[config.mk]
export PLATFORM = sky130hd
export DESIGN_NAME = uart_tx_fifo_drain
export DESIGN_NICKNAME = d
export VERILOG_FILES = /design/src/rtl/uart_tx_fifo_drain.sv
export SDC_FILE = /design/constraint.sdc
export NUM_CORES = 1
export LEC_CHECK = 0
export BUFFER_PORTS_ARGS = -buffer_cell sky130_fd_sc_hd__buf_2
export CELL_PAD_IN_SITES_DETAIL_PLACEMENT = 2
export CELL_PAD_IN_SITES_GLOBAL_PLACEMENT = 2
export CORE_UTILIZATION = 30
export CTS_CLUSTER_SIZE = 8
export DETAILED_ROUTE_END_ITERATION = 10
export GPL_TIMING_DRIVEN = 0
export HOLD_SLACK_MARGIN = 0.05
export PLACE_DENSITY_LB_ADDON = 0.1
export SETUP_SLACK_MARGIN = 0.3
export SYNTH_ARGS = -nofsm -noshare
export SYNTH_HDL_FRONTEND = slang
export SYNTH_SLANG_ARGS = --single-unit
[constraint.sdc]
create_clock -name clk -period 3.18 [get_ports clk]
set_input_delay 0.477 -clock clk [delete_from_list [all_inputs] [get_ports clk]]
set_output_delay 0.477 -clock clk [all_outputs]
set_load 0.05 [all_outputs]
[src/rtl/uart_tx_fifo_drain.sv]
// uart_tx_fifo_drain
//   UART transmitter placed directly behind a byte FIFO. Whenever the FIFO
//   holds data and the line is free, the block pops the head entry and
//   sends it LSB-first as an 8N1 frame. With UART_TX_PARITY_EN defined, an
//   even-parity bit is added between the data bits and the stop bit.
//
// Parameters
//   DATAW    data bits per frame (matches the FIFO data width)
//   CLK_DIV  clk cycles per UART bit, >= 2
//
// Ports
//   clk             in   single clock, posedge
//   i_rst           in   synchronous active-high reset
//   i_fifo_empty    in   FIFO empty flag
//   i_fifo_rd_data  in   FIFO head entry, valid while not empty
//   o_fifo_rd_en    out  one-cycle pop strobe to the FIFO
//   o_tx            out  serial line, idle high, registered
//   o_busy          out  high while a frame is on the line
//   o_done          out  one-cycle pulse on the last stop-bit cycle
//
// Configuration macro
//   UART_TX_PARITY_EN  adds the even-parity bit
module uart_tx_fifo_drain #(
  parameter int DATAW   = 8,
  parameter int CLK_DIV = 16
) (
  input  logic             clk,
  input  logic             i_rst,
  input  logic             i_fifo_empty,
  input  logic [DATAW-1:0] i_fifo_rd_data,
  output logic             o_fifo_rd_en,
  output logic             o_tx,
  output logic             o_busy,
  output logic             o_done
);

  localparam int DIVW = (CLK_DIV > 1) ? $clog2(CLK_DIV) : 1;
  localparam int BITW = (DATAW > 1) ? $clog2(DATAW) : 1;
  localparam logic [DIVW-1:0] DIV_LAST = DIVW'(CLK_DIV - 1);
  localparam logic [BITW-1:0] BIT_LAST = BITW'(DATAW - 1);

`ifdef UART_TX_PARITY_EN
  typedef enum logic [2:0] {IDLE, START, DATA, PARITY, STOP} state_t;
`else
  typedef enum logic [1:0] {IDLE, START, DATA, STOP} state_t;
`endif

  state_t           state_q, state_d;
  logic [DIVW-1:0]  div_q, div_d;
  logic [BITW-1:0]  bit_q, bit_d;
  logic [DATAW-1:0] shreg_q, shreg_d;
  logic             tx_d, busy_d, done_d;
  logic             bit_end;

  assign bit_end = (div_q == DIV_LAST);

  // Next-state logic. The data register is rotated rather than shifted, so
  // after DATAW bit periods it holds the original byte again; the parity bit
  // can then be taken from it without keeping a separate parity register.
  always_comb begin
    state_d      = state_q;
    div_d        = div_q;
    bit_d        = bit_q;
    shreg_d      = shreg_q;
    o_fifo_rd_en = 1'b0;

    if (state_q != IDLE) begin
      div_d = bit_end ? '0 : div_q + DIVW'(1);
    end

    case (state_q)
      IDLE: begin
        div_d = '0;
        bit_d = '0;
        if (!i_fifo_empty && !i_rst) begin
          o_fifo_rd_en = 1'b1;
          shreg_d      = i_fifo_rd_data;
          state_d      = START;
        end
      end
      START: begin
        if (bit_end) state_d = DATA;
      end
      DATA: begin
        if (bit_end) begin
          shreg_d = {shreg_q[0], shreg_q[DATAW-1:1]};
          if (bit_q == BIT_LAST) begin
            bit_d = '0;
`ifdef UART_TX_PARITY_EN
            state_d = PARITY;
`else
            state_d = STOP;
`endif
          end else begin
            bit_d = bit_q + BITW'(1);
          end
        end
      end
`ifdef UART_TX_PARITY_EN
      PARITY: begin
        if (bit_end) state_d = STOP;
      end
`endif
      STOP: begin
        // Back-to-back frames: pop the next byte on the last stop cycle.
        if (bit_end) begin
          if (!i_fifo_empty && !i_rst) begin
            o_fifo_rd_en = 1'b1;
            shreg_d      = i_fifo_rd_data;
            state_d      = START;
          end else begin
            state_d = IDLE;
          end
        end
      end
      default: state_d = IDLE;
    endcase
  end

  // Outputs are decoded from the next state so the registered copies line
  // up cycle-for-cycle with the state they describe.
  always_comb begin
    tx_d = 1'b1;
    case (state_d)
      START:  tx_d = 1'b0;
      DATA:   tx_d = shreg_d[0];
`ifdef UART_TX_PARITY_EN
      PARITY: tx_d = ^shreg_d;
`endif
      default: tx_d = 1'b1;
    endcase
    busy_d = (state_d != IDLE);
    done_d = (state_d == STOP) && (div_d == DIV_LAST);
  end

  always_ff @(posedge clk) begin
    if (i_rst) begin
      state_q <= IDLE;
      div_q   <= '0;
      bit_q   <= '0;
      shreg_q <= '0;
      o_tx    <= 1'b1;
      o_busy  <= 1'b0;
      o_done  <= 1'b0;
    end else begin
      state_q <= state_d;
      div_q   <= div_d;
      bit_q   <= bit_d;
      shreg_q <= shreg_d;
      o_tx    <= tx_d;
      o_busy  <= busy_d;
      o_done  <= done_d;
    end
  end

endmodule

==> impl_results.md <==
* Run status: completed
* Clock-pin slew on the worst setup and hold paths at 0.11 ns
* Slack of the worst reg-to-reg path at 1.04 ns
* Sink Count at 20
* Full die area at 3840 µm²
* CTS H-Tree Depth at 1
* Yosys warnings at 0
* Number of antenna cells inserted at 0
* Path type of the worst min-delay path: in -> reg
* Register area share after synthesis at 37.1%
* Number of endpoints with negative hold slack in the final report at 0
* Post-synth EDFFs at 0
* Endpoint kind of the worst setup timing path: primary output
* Type of element launching the critical path: register
* Final total negative setup slack at 0 ns
* Initial core utilization at 31.8%
* Cell type with the largest total area after synthesis: sky130_fd_sc_hd__dfxtp_1
* Port Buf Inserts at 14
* Detail-routed net length per standard cell at 16.1 µm
* Root buffer cell: sky130_fd_sc_hd__clkbuf_4
* Pwr dens at 393 nW/µm²
* Most instantiated flip-flop cell in the synthesis netlist: sky130_fd_sc_hd__dfxtp_1
* Final setup violation count at 0
* End point of the worst hold path: div_q[1]
* Die Ht at 62.0 µm
* Synthesized instance count at 120
* Initial antenna violation count at 0
* Arrival time reported for the critical path endpoint at 2.08 ns
* Maximum buffer depth of the clock tree at 2
* Post-Syn Area at 1080 µm²
* Data required time at the worst endpoint at 2.70 ns
* Number of buffers inserted for hold repair after clock tree synthesis at 0
* Count of distinct cell types in the synthesized netlist at 34
* Die width at 62.0 µm
* Count of boundary I/O pins at 15
* Total wirelength of the detailed-routed design at 2940 µm
* Area grow syn2layout at 14.5%
* Core region area at 3390 µm²
* Startpoint of the worst-slack reg-to-reg timing path: state_q[1]
* Number of maximum-capacitance constraint violations at 0
* Longest individual stage delay on the worst path at 0.43 ns
* Final critical path time including I/O delays and setup at 2.56 ns
* Wire length of the first global-routing pass at 4890 µm
* CTS tree: built
* Commonest cells in the netlist: 20 x sky130_fd_sc_hd__dfxtp_1, 16 x sky130_fd_sc_hd__nor2_1, 9 x sky130_fd_sc_hd__a22oi_1
* Final Cycle Share at 80.4%
* Worst flop-to-flop path endpoint: o_tx
* Std cell rows at 21
* Weighted congestion reported at the end of routability-driven placement at 0.705
* Maximum number of pins on one net before global-route repair at 11
* Max-slew headroom at 62.0%
* Violation count after the first detailed-routing iteration at 39
* Number of cells on the worst hold path at 2
* Overall routing resource usage at 17.6%
* Ordered cell list for the critical path: inv_1, ha_1, clkbuf_1, a21oi_4, nor4_2, buf_2
* Net count, final at 157
* Ratio of cells with drive above 1 in the final layout at 16.8%
* Remaining antenna violation count after routing at 0
* Launch instance of the worst min-delay path: i_rst
* Router iterations before antenna repair at 4
* RSZ-0062 raised after global routing: no
* Number of buffers inserted to repair setup after CTS at 0
* Fin Clk Skew at 0.00216 ns
* Slew at the pin with the worst max-slew slack at 0.571 ns
* Post-detailed-route DRC marker count at 0
* Via/cell ratio at 5.39
* Worst vdd rail ir drop at 0.000109 V
* Async S/R FF share, synth at 0%
* Clock buffers created by TritonCTS at 3
* Portion of synthesized cell area occupied by the leading cell type at 37.1%
* Post-route worst setup slack at 0.624 ns
* FF+latch count, synth at 20
* Placement-stage worst setup slack at 0.935 ns
* Cell family contributing the most delay on the critical path: buffers and inverters
* Crit. path cell count at 6
* R2r worst-path depth at 8
* WS Path Type: reg -> out
* Highest Clock Rate at 0.391 GHz
* Via count of the first global-routing pass at 1,016
* Crit path buffers/inverters at 3
* Most common cell in the netlist: sky130_fd_sc_hd__dfxtp_1
* Cells resized by post-CTS repair at 0
* Total count of max-transition violations in the final report at 0
* Worst-path maximum fanout at 10
* Vias after detailed routing at 987
* Clock Latency Late Sink at 0.30 ns
* Leakage power summed over all cells at 0.472 nW
* Detailed placement HPWL at 2170 µm
* Remaining global-route overflow at 0
* Net count after synthesis at 138
* Slowest stage cell on the critical path: sky130_fd_sc_hd__clkbuf_1
* Post-Syn Area per Cell at 8.99 µm²
* Main area contributors after synthesis: sky130_fd_sc_hd__dfxtp_1 37%, sky130_fd_sc_hd__ha_1 8.1%, sky130_fd_sc_hd__mux2i_1 6.5%
## final cells by class
class	instances	area (µm²)
fillers	394	2150
multi-input cells	91	641
flip-flops and latches	20	400
repair buffers	14	70.1
well taps	46	57.6
plain buffers	7	36.3
clock buffers	3	22.5
inverters	2	7.51
## stage by stage
stage          instance area [µm²]  util, %  hold slack, ns  power, mW  cells
3_5_place_dp                  1210     35.8           0.471      0.366    180
4_1_cts                       1230     36.4           0.375      0.490    183
2_1_floorplan                 1080        -           0.452      0.337    120
3_3_place_gp                  1210     35.8           0.461      0.363    180
6_report                      1230     36.4           0.381      0.485    183
5_1_grt                       1230     36.4           0.378      0.510    183
## worst max-delay path by stage
stage,from,end,slack (ns)
after floorplan,state_q[1],o_fifo_rd_en,0.85
after global placement,state_q[1],o_fifo_rd_en,0.98
after detailed placement,state_q[1],o_fifo_rd_en,0.93
after CTS,state_q[1],o_fifo_rd_en,0.59
after global routing,state_q[1],o_fifo_rd_en,0.40
final,state_q[1],o_fifo_rd_en,0.62
## cells in the final DEF (no fill, tap or decap), types with 5 or more instances in the layout
| cell type | count |
|---|---|
| sky130_fd_sc_hd__nand2_1 | 6 |
| sky130_fd_sc_hd__mux2i_1 | 7 |
| sky130_fd_sc_hd__o2bb2ai_1 | 7 |
| sky130_fd_sc_hd__dfxtp_1 | 20 |
| sky130_fd_sc_hd__a21oi_1 | 5 |
| sky130_fd_sc_hd__buf_2 | 16 |
| sky130_fd_sc_hd__nor2_1 | 16 |
| sky130_fd_sc_hd__ha_1 | 7 |
| sky130_fd_sc_hd__nor3_1 | 5 |
| sky130_fd_sc_hd__a22oi_1 | 9 |
## registers in the layout, indices dropped and copies added (netlist names)
| signal | flops |
|---|---|
| bit_q | 3 |
| div_q | 4 |
| o_busy | 1 |
| o_done | 1 |
| o_tx | 1 |
| shreg_q | 8 |
| state_q | 2 |
## worst reg2reg max path: cells and delay by family, from the launching register on
family	cells	cell delay [ns]
simple gates	2	0.24
flops	1	0.48
compound gates	3	0.71
fa+ha+maj	1	0.22
buf+inv	2	0.39
## power breakdown
part | total [mW] | leakage [nW] | internal, mW | switching, mW
Sequential | 0.268 | 0.162 | 0.260 | 0.00787
Combinational | 0.0916 | 0.296 | 0.0324 | 0.0592
Clock | 0.126 | 0.0138 | 0.0442 | 0.0814
## cells by family (layout without fill, tap and decap cells)
family	count (synthesis)	in the layout	share of synthesized area, %
simple gates	42	42	19.3
compound gates	34	34	24.1
flops	20	20	37.1
buf+inv	9	26	4.06
fa+ha+maj	7	7	8.12
mux	7	7	6.50
xor+xnor	1	1	0.812
## metal layers
metal,GRT usage (%),share of wire [%],vias to the layer above
met3,1.86,1.9,2
met5,0,0,-
met1,24.1,49,486
met4,6.67,0.78,0
met2,28.3,48,8
li1,-,-,491
(Power assumes the default switching activity.)
